$ cat src/rtl/bnn_pkg.sv
// Shared types and width helpers for the sequential BNN inference engine.
package bnn_pkg;

  typedef enum logic [1:0] {
    IDLE = 2'd0,
    HID  = 2'd1,
    CLS  = 2'd2,
    DONE = 2'd3
  } state_t;

  // Width of a popcount/score over n bits (holds 0..n).
  function automatic int sum_bits(input int n);
    return $clog2(n + 1);
  endfunction

  // Width of an index over n entries, never narrower than one bit.
  function automatic int cidx_bits(input int n);
    return (n > 1) ? $clog2(n) : 1;
  endfunction

endpackage

$ cat src/rtl/bnn_seq_infer_hs_if.sv
// Start/done sample-feed handshake between a streaming driver and the engine.
interface bnn_seq_infer_hs_if
  import bnn_pkg::*;
#(
  parameter int FEAT_CNT  = 16,
  parameter int FEAT_BITS = 4,
  parameter int CLASS_CNT = 10
);

  logic                              start;
  logic [FEAT_BITS*FEAT_CNT-1:0]     features;
  logic                              busy;
  logic                              done;
  logic [cidx_bits(CLASS_CNT)-1:0]   prediction;

  modport master (
    output start,
    output features,
    input  busy,
    input  done,
    input  prediction
  );

  modport slave (
    input  start,
    input  features,
    output busy,
    output done,
    output prediction
  );

endinterface

$ cat src/rtl/bnn_popcount.sv
// Combinational popcount of an XNOR agreement word.
module bnn_popcount #(
  parameter int WIDTH = 16
) (
  input  logic [WIDTH-1:0]             word,
  output logic [$clog2(WIDTH+1)-1:0]   count
);

  localparam int CW = $clog2(WIDTH + 1);

  // Sum the set bits of the word.
  always_comb begin
    count = '0;
    for (int i = 0; i < WIDTH; i++) begin
      count = count + CW'(word[i]);
    end
  end

endmodule

$ cat src/rtl/bnn_seq_infer_hs.sv
// Sequential binarized neural network: one hidden neuron per cycle, then one
// class score per cycle with a running argmax, behind a start/done handshake.
//
// state | meaning
// IDLE  | waiting for start; features are binarized and latched on accept
// HID   | evaluating hidden neuron idx (HIDDEN_CNT cycles)
// CLS   | scoring class idx and updating the running argmax (CLASS_CNT cycles)
// DONE  | one cycle; the registered done pulse and prediction follow it
module bnn_seq_infer_hs
  import bnn_pkg::*;
#(
  parameter int FEAT_CNT    = 16,
  parameter int FEAT_BITS   = 4,
  parameter int HIDDEN_CNT  = 40,
  parameter int CLASS_CNT   = 10,
  parameter int FEAT_THRESH = 8,
  parameter logic [HIDDEN_CNT*FEAT_CNT-1:0]  W1 = '0,
  parameter logic [CLASS_CNT*HIDDEN_CNT-1:0] W2 = '0
) (
  input  logic               clk,
  input  logic               rst,
  bnn_seq_infer_hs_if.slave  bus
);

  localparam int IDX_W  = cidx_bits((HIDDEN_CNT > CLASS_CNT) ? HIDDEN_CNT : CLASS_CNT);
  localparam int CIDX_W = cidx_bits(CLASS_CNT);
  localparam int FSUM_W = sum_bits(FEAT_CNT);
  localparam int SUM_W  = sum_bits(HIDDEN_CNT);

  state_t              state, state_nxt;
  logic [IDX_W-1:0]    idx;
  logic [FEAT_CNT-1:0] fbits, fbits_in, w1_row;
  logic [HIDDEN_CNT-1:0] hbits, w2_row;
  logic [FSUM_W-1:0]   hid_pc;
  logic [SUM_W-1:0]    score, best_score;
  logic [CIDX_W-1:0]   best, cls_idx, pred_q;
  logic                hid_last, cls_last, busy_c, done_nxt, done_q;

  // Binarize the incoming feature vector (unsigned threshold compare).
  always_comb begin
    fbits_in = '0;
    for (int i = 0; i < FEAT_CNT; i++) begin
      fbits_in[i] = int'(bus.features[i*FEAT_BITS +: FEAT_BITS]) >= FEAT_THRESH;
    end
  end

  // Weight-row selection; the class row index is forced to 0 outside the
  // class range so the W2 select never leaves the parameter during HID.
  always_comb begin
    cls_idx = (idx < IDX_W'(CLASS_CNT)) ? CIDX_W'(idx) : '0;
    w1_row  = W1[int'(idx)*FEAT_CNT +: FEAT_CNT];
    w2_row  = W2[int'(cls_idx)*HIDDEN_CNT +: HIDDEN_CNT];
  end

  bnn_popcount #(.WIDTH(FEAT_CNT)) u_pc_hid (
    .word  (~(fbits ^ w1_row)),
    .count (hid_pc)
  );

  bnn_popcount #(.WIDTH(HIDDEN_CNT)) u_pc_cls (
    .word  (~(hbits ^ w2_row)),
    .count (score)
  );

  assign hid_last = (idx == IDX_W'(HIDDEN_CNT - 1));
  assign cls_last = (idx == IDX_W'(CLASS_CNT - 1));

  // State register.
  always_ff @(posedge clk) begin
    if (rst) state <= IDLE;
    else     state <= state_nxt;
  end

  // Next-state logic; start outside IDLE is simply dropped.
  always_comb begin
    state_nxt = state;
    case (state)
      IDLE:    if (bus.start) state_nxt = HID;
      HID:     if (hid_last)  state_nxt = CLS;
      CLS:     if (cls_last)  state_nxt = DONE;
      DONE:    state_nxt = IDLE;
      default: state_nxt = IDLE;
    endcase
  end

  // State-decoded outputs.
  always_comb begin
    busy_c   = (state != IDLE);
    done_nxt = (state == DONE);
  end

  // Datapath: feature latch, hidden vector, layer index and running argmax.
  always_ff @(posedge clk) begin
    if (rst) begin
      fbits      <= '0;
      hbits      <= '0;
      idx        <= '0;
      best       <= '0;
      best_score <= '0;
    end else begin
      case (state)
        IDLE: begin
          if (bus.start) begin
            fbits <= fbits_in;
            hbits <= '0;
            idx   <= '0;
          end
        end
        HID: begin
          hbits[idx] <= (2 * int'(hid_pc)) >= FEAT_CNT;
          if (hid_last) begin
            idx        <= '0;
            best       <= '0;
            best_score <= '0;
          end else begin
            idx <= idx + 1'b1;
          end
        end
        CLS: begin
          // Class 0 seeds the argmax; strict compare keeps the lowest index on ties.
          if (idx == '0 || score > best_score) begin
            best       <= cls_idx;
            best_score <= score;
          end
          idx <= idx + 1'b1;
        end
        default: ;
      endcase
    end
  end

  // Registered done pulse and held prediction.
  always_ff @(posedge clk) begin
    if (rst) begin
      done_q <= 1'b0;
      pred_q <= '0;
    end else begin
      done_q <= done_nxt;
      if (done_nxt) pred_q <= best;
    end
  end

  assign bus.busy       = busy_c;
  assign bus.done       = done_q;
  assign bus.prediction = pred_q;

endmodule

$ cat src/flat_wrapper.sv
// flat-port wrapper written by rule: the top's interface ports become plain ports
module bnn_seq_infer_hs_flat import bnn_pkg::*;
#(
  parameter int FEAT_CNT    = 16,
  parameter int FEAT_BITS   = 4,
  parameter int HIDDEN_CNT  = 40,
  parameter int CLASS_CNT   = 10,
  parameter int FEAT_THRESH = 8,
  parameter logic [HIDDEN_CNT*FEAT_CNT-1:0]  W1 = '0,
  parameter logic [CLASS_CNT*HIDDEN_CNT-1:0] W2 = '0
)
  (clk, rst, bus_start, bus_features, bus_busy, bus_done, bus_prediction);
  bnn_seq_infer_hs_if #(.FEAT_CNT(FEAT_CNT), .FEAT_BITS(FEAT_BITS), .CLASS_CNT(CLASS_CNT)) bus_i ();
  input  logic clk;
  input  logic rst;
  input wire logic [$bits(bus_i.start)-1:0] bus_start;
  input wire logic [$bits(bus_i.features)-1:0] bus_features;
  output wire logic [$bits(bus_i.busy)-1:0] bus_busy;
  output wire logic [$bits(bus_i.done)-1:0] bus_done;
  output wire logic [$bits(bus_i.prediction)-1:0] bus_prediction;
  assign bus_i.start = bus_start;
  assign bus_i.features = bus_features;
  assign bus_busy = bus_i.busy;
  assign bus_done = bus_i.done;
  assign bus_prediction = bus_i.prediction;
  bnn_seq_infer_hs #(.FEAT_CNT(FEAT_CNT), .FEAT_BITS(FEAT_BITS), .HIDDEN_CNT(HIDDEN_CNT), .CLASS_CNT(CLASS_CNT), .FEAT_THRESH(FEAT_THRESH), .W1(W1), .W2(W2)) u_core (.clk(clk), .rst(rst), .bus(bus_i));
endmodule
$ cat config.mk
export PLATFORM = sky130hd
export DESIGN_NAME = bnn_seq_infer_hs_flat
export DESIGN_NICKNAME = d
export VERILOG_FILES = /design/src/rtl/bnn_pkg.sv /design/src/rtl/bnn_seq_infer_hs_if.sv /design/src/rtl/bnn_popcount.sv /design/src/rtl/bnn_seq_infer_hs.sv /design/src/flat_wrapper.sv
export SDC_FILE = /design/constraint.sdc
export NUM_CORES = 1
export LEC_CHECK = 0
export CAP_MARGIN = 20
export CORE_MARGIN = 4
export CORE_UTILIZATION = 45
export CTS_CLUSTER_DIAMETER = 80
export DETAILED_ROUTE_END_ITERATION = 12
export PLACE_DENSITY_LB_ADDON = 0.12
export SYNTH_ARGS = -nofsm -noshare
export SYNTH_HDL_FRONTEND = slang
export SYNTH_SLANG_ARGS = --single-unit
$ cat constraint.sdc
create_clock -name clk -period 16.3 [get_ports clk]
set_clock_uncertainty 0.05 [all_clocks]
set_input_delay 2.445 -clock clk [delete_from_list [all_inputs] [get_ports clk]]
set_output_delay 2.445 -clock clk [all_outputs]
set_load 0.01 [all_outputs]
Yosys cells after proc, flatten, opt, wreduce, memory -nomap -nowiden

Index checks and enable logic that the tools add are counted.

Bits in registers: 79
Bits of input ports: 67
Output and inout bits: 6
Word-level logic and storage cells: 132

Add/subtract/negate cells: 55
Multiply operators: 1
$lt $le $gt $ge: 21
Equality and inequality tests: 9
Shifts and indexed selects: 2
Mux-type cells: 19
Bitwise logic cells: 4
Reduce and logical (&&, ||, !) cells: 13

Operators by type and width:

| operator                     | count |
|---|---|
| $shiftx A640 B11 Y16 const A | 1 |
| $shiftx A400 B32 Y40 const A | 1 |
| $add A6 B1 Y6                | 34 |
| $pmux W40 S2                 | 1 |
| $ge A4 B4 Y1 const B         | 16 |
| $add A5 B1 Y5                | 11 |
| $bwmux W40                   | 1 |
| $mux W40                     | 1 |
| $not A40 Y40                 | 1 |
| $xor A40 B40 Y40             | 1 |
| $mux W6                      | 4 |
| $pmux W6 S3                  | 1 |
| $not A16 Y16                 | 1 |
| $xor A16 B16 Y16             | 1 |
| $mux W4                      | 3 |
| $pmux W6 S2                  | 1 |
| $add A4 B1 Y5                | 2 |
| $add A3 B1 Y4                | 2 |
| $pmux W2 S4                  | 1 |
| $pmux W4 S2                  | 1 |
| $lt A6 B7 Y1 const B         | 1 |
| $mul A4 B3 Y7 const B        | 1 |
| $add A2 B1 Y3                | 2 |
| $add A5 B1 Y6                | 1 |
| 23 further kinds             | 34 |

Logic depth before layout (Yosys ltp)

Depth in word-level cells: 49
Depth in mapped cells: 23
Mapped depth without buffers: 22

Hierarchy

From an unflattened synthesis, not the netlist that was laid out.

Cell total of the unflattened synthesis: 659
Area total of the unflattened synthesis: 5316.3 sq um

Modules (own cells, without submodules):

| module                         | instances | cells each | area each (sq um) | sequential area each (sq um) |
|---|---|---|---|---|
| bnn_seq_infer_hs               | 1         | 523        | 3940.0            | 1581.5 |
| bnn_popcount (u_core.u_pc_cls) | 1         | 89         | 968.4             | 0.0 |
| bnn_popcount (u_core.u_pc_hid) | 1         | 47         | 407.9             | 0.0 |

Worst setup path before layout

No wires, ideal clock.

Path kind: register to register
Start: reg u_core.hbits[3]
End: reg u_core.best_score[0]
Setup time: 0.061 ns
Arrival: 6.325 ns
Required time: 16.189 ns
Slack: 9.863 ns
Cell stages (with the launch flop): 22
Path buffers: 1
Period minus slack after synthesis: 6.437 ns
Path through: dfxtp_1 > fa_1 > inv_1 > fa_1 > fa_1 > fa_1 > fa_1 > fa_1 > inv_1 > fa_1 > inv_1 > fa_1 > a21o_1 > a21oi_1 > xnor2_1 > ha_1 > a41oi_1 > o21ai_0 > a211oi_1 > or2_1 > buf_6 > a32o_1

Cells in the longest elaborated chain, start to end: 43
Elaborated cells on any way between the ends: 45
Classes of those cells: add/sub: 37; order compare: 1; eq/ne: 1; mux: 2; bitwise: 2; reduce/logical: 2

Ends and longest elaborated chain:

| element                           | line                    | text |
|---|---|---|
| from (decl)                       | bnn_seq_infer_hs.sv:33  | `logic [HIDDEN_CNT-1:0] hbits, w2_row;` |
| from (signal assigned)            | bnn_seq_infer_hs.sv:96  | `hbits <= '0;` |
| from (signal assigned)            | bnn_seq_infer_hs.sv:105 | `hbits <= '0;` |
| from (signal, indexed assignment) | bnn_seq_infer_hs.sv:110 | `hbits[idx] <= (2 * int'(hid_pc)) >= FEAT_CNT;` |
| $xor A40 B40 Y40 *                | bnn_seq_infer_hs.sv:61  | `.word (~(hbits ^ w2_row)),` |
| $not A40 Y40 *                    | bnn_seq_infer_hs.sv:61  |  |
| $add A3 B1 Y4 *                   | bnn_popcount.sv:15      | `count = count + CW'(word[i]);` |
| $add A4 B1 Y5 *                   | bnn_popcount.sv:15      |  |
| $add A5 B1 Y6 *                   | bnn_popcount.sv:15      |  |
| $add A6 B1 Y6 * (34 in a row)     | bnn_popcount.sv:15      |  |
| $gt A6 B6 Y1                      | bnn_seq_infer_hs.sv:121 | `if (idx == '0 \|\| score > best_score) begin` |
| $logic_or A1 B1 Y1                | bnn_seq_infer_hs.sv:121 |  |
| $ne A2 B1 Y1 (no line)            | n/a                     |  |
| $reduce_and A3 Y1 (no line)       | n/a                     |  |
| to (signal assigned)              | bnn_seq_infer_hs.sv:123 | `best_score <= score;` |
| to (decl)                         | bnn_seq_infer_hs.sv:35  | `logic [SUM_W-1:0] score, best_score;` |

Mark *: on every way between the ends. The rest lies on a longest branch, timed or not. The select of a mux whose other input is x is not followed.
A chain may end at the register's enable or synchronous reset.

Worst setup path in the final report

Start: reg u_core.hbits[21]
End: reg u_core.best_score[2]

Cells in the longest elaborated chain, start to end: 25
Elaborated cells on any way between the ends: 27
Classes of those cells: add/sub: 19; order compare: 1; eq/ne: 1; mux: 2; bitwise: 2; reduce/logical: 2

Ends and longest elaborated chain:

| element                       | line |
|---|---|
| $xor A40 B40 Y40 *            | bnn_seq_infer_hs.sv:61 |
| $not A40 Y40 *                | bnn_seq_infer_hs.sv:61 |
| $add A6 B1 Y6 * (19 in a row) | bnn_popcount.sv:15 |
| $gt A6 B6 Y1                  | bnn_seq_infer_hs.sv:121 |
| $logic_or A1 B1 Y1            | bnn_seq_infer_hs.sv:121 |
| $ne A2 B1 Y1 (no line)        | n/a |
| $reduce_and A3 Y1 (no line)   | n/a |

Marked as above.

==> results_dict.tcl <==
set metrics [dict create \
    drt_iter0_drc 364 \
    seq_area_sq_um 1580 \
    grt_pass1_vias 3813 \
    clkSinkCount 79 \
    critPathTopFamily "adder cells" \
    num-fill-cells 1060 \
    outcome "complete, no violations" \
    synth-seq-area-share 0.317 \
    die_x_microns 113 \
    worstSetupStartpointType "register" \
    drt-total-wl_mm 11.5 \
    area_delta_synth_final_pct 11.1 \
    cts_buffers 9 \
    synth_nets 714 \
    num_rows 38 \
    place_hpwl_mm 8.45 \
    post_cts_resized 0 \
    grt_max_degree 37 \
    clk_latency_ns 0.37 \
    critPathKind "reg -> reg" \
    cts_tree "built" \
    yosysTopAreaCellShare 0.317 \
    yosys.area_share.simple 0.166 \
    cts_setup_buffers 0 \
    clk_pin_slew_worst_paths_ns 0.07 \
    via_per_inst 5.41 \
    numPortBuffers 24 \
    synthAdderAreaFrac 0.242 \
    ys_ff_latch 79 \
    grt_overflow_total 0 \
    finalHoldViolations 0 \
    power.density_nw_per_um2 134 \
    wl_per_cell_microns 15.8 \
    p_leak_uw 0.00195 \
    initial_core_util 0.461 \
    clockRootBuffer "clkbuf_8" \
    grt.total_usage 0.193 \
    cp-end-kind "register" \
    layout_min_cycle_time_ns 7.09 \
    ios 73 \
    clock_path_buffers 2 \
    required_ns 16.55 \
    core_sq_um 10800 \
    final_nets 725 \
    drive_above_1_share 0.0492 \
    htreeDepth 3 \
    die_h_microns 113 \
    max_cap_viol_count 0 \
    worstPathArrival_ns 7.35 \
    fmax_ghz 0.141 \
    finalCoreUtilization 0.512 \
    fin_setup_tns_ns 0 \
    synth_top_family_by_area "adder cells" \
    first_pass_iters 5 \
    ir_worst_vdd_mv 0.110 \
    yosys_warnings 0 \
    grt_pass1_wl_mm 19.4 \
    slowest_stage "fa_1" \
    synthMostInstantiatedCell "inv_1" \
    finalCritPeriodShare 0.435 \
    crit_path_frequent_cell "fa_1" \
    ys_top_cells_by_count "inv_1, dfxtp_1, nand2_1, nor2_1, a21oi_1" \
    synth_compound_area_frac 0.149 \
    relSlewSlack 0.385 \
    netlist-cell-type-count 48 \
    netlist.top_cell.by_area "dfxtp_1" \
    cp_max_fo 10 \
    syn_inst 575 \
    synth_mux_area_frac 0.0243 \
    worstPathCellList "inv_1, fa_1, fa_1, inv_1, fa_1, inv_1, fa_1, fa_1, fa_1, fa_1, ha_1, fa_1, a21o_1, a21oi_1, xnor2_1, ha_1, a41oi_1, o21ai_0, a211oi_1, or2_1, a32o_1" \
    holdBufCountCts 0 \
    cp_slowest_stage_delay_ns 0.56 \
    slew_viol_final 0 \
    ys_async_sr_fraction 0 \
    multi_input_area_sq_um 2960 \
    antenna_found_initial 0 \
    setup_violations 0 \
    place.gp.congestion 0.882 \
    syn-cell-area_sq_um 4990 \
    hold_path.class "reg -> reg" \
    synth-xor-area-share 0.0123 \
    dieArea_sq_um 12800 \
    n_antenna_cell 0 \
    final_antenna_net_count 0 \
    crit_buf_inv 3 \
    drc 0 \
    tightest_slew_ns 0.922 \
    vias 3945 \
    synth_top_cells_by_area "dfxtp_1, fa_1, ha_1" \
    rsz0062_at_grt "no" \
    synth-edff-count 0 \
    synth.avg_cell_area_sq_um 8.69 \
    synth_ff_type "dfxtp_1" \
]
## layout by cell type, fill, tap and decap left out, drive strengths merged, types with 2 or more instances in the layout
master and instances:
buf 3, xor2 4, clkbuf 10, dfxtp 79
nor2 44, and4 2, a21oi 42, o211ai 9
a21o 4, ha 31, a31o 4, nor2b 3
or3b 3, o32ai 3, o31ai 6, nand3 12
nand3b 3, or3 4, and3 2, a31oi 4
nand2b 5, nand4 8, mux2i 11, a32o 6
nor3b 5, inv 89, xnor2 3, fa 41
o21ai 28, a211oi 6, and2 2, clkdlybuf4s50 24
nand2 60, nor3 16, bufinv 3
## through the flow
step | instances | power [uW] | hold WS [ns] | worst slack [ns] | instance area [sq um]
6_report | 729 | 741 | 0.409 | 9.21 | 5550
5_1_grt | 729 | 799 | 0.430 | 8.85 | 5550
4_1_cts | 729 | 751 | 0.411 | 9.16 | 5550
3_5_place_dp | 715 | 572 | 0.399 | 9.21 | 5320
3_3_place_gp | 715 | 562 | 0.392 | 9.29 | 5320
2_1_floorplan | 575 | 478 | 0.386 | 9.86 | 4990
## cell type report
| class | count | area share |
|---|---|---|
| Sequential cell | 79 | 0.285 |
| Timing Repair Buffer | 27 | 0.0473 |
| Multi-Input combinational cell | 380 | 0.534 |
| Tap cell | 140 | 0.0316 |
| Clock inverter | 4 | 0.0171 |
| Inverter | 89 | 0.0602 |
| Clock buffer | 10 | 0.0248 |
## cell families after synthesis
group / after synthesis
mux: 12
compound gates: 117
xor+xnor: 7
simple gates: 172
buf+inv: 116
flops: 79
fa+ha+maj: 72
## where the power goes
group	switching [uW]	internal, uW
logic	228	120
clock network	69.9	104
registers	13.2	206
total	311	430
## state kept, by name, indices dropped and copies added, names as in the netlist
name and count:
u_core.best_score 6, u_core.state 2, u_core.bus.done 1, u_core.fbits 16, u_core.best 4, u_core.bus.prediction 4, u_core.idx 6, u_core.hbits 40
## worst reg2reg max path, cell delays in order, from the launching register on
cell and delay (ns):
dfxtp_1 0.33, inv_1 0.06, fa_1 0.50, fa_1 0.56
inv_1 0.05, fa_1 0.52, inv_1 0.06, fa_1 0.48
fa_1 0.49, fa_1 0.56, fa_1 0.43, ha_1 0.22
fa_1 0.40, a21o_1 0.17, a21oi_1 0.17, xnor2_1 0.20
ha_1 0.31, a41oi_1 0.19, o21ai_0 0.16, a211oi_1 0.52
or2_1 0.39, a32o_1 0.22
## path summary, 6_finish.rpt
check / start / to / slack (ns) / depth (start not counted)
setup / recovery: u_core.hbits[21]$_SDFFE_PP0P_ / u_core.best_score[2]$_SDFFE_PP0P_ / 9.21 / 21
hold / removal: u_core.fbits[0]$_SDFFE_PP0P_ / u_core.fbits[0]$_SDFFE_PP0P_ / 0.41 / 2
setup reg to reg: u_core.hbits[21]$_SDFFE_PP0P_ / u_core.best_score[2]$_SDFFE_PP0P_ / 9.21 / 21
hold reg to reg: u_core.fbits[0]$_SDFFE_PP0P_ / u_core.fbits[0]$_SDFFE_PP0P_ / 0.41 / 2
## per-layer routing
metal	GRT usage	wire [microns]	vias to the layer above
met3	0.0594	642	11
met1	0.265	5480	1913
met4	0.0473	125	0
met2	0.298	5250	103
li1	-	-	1918
met5	0	0	-
(Power assumes the default switching activity.)
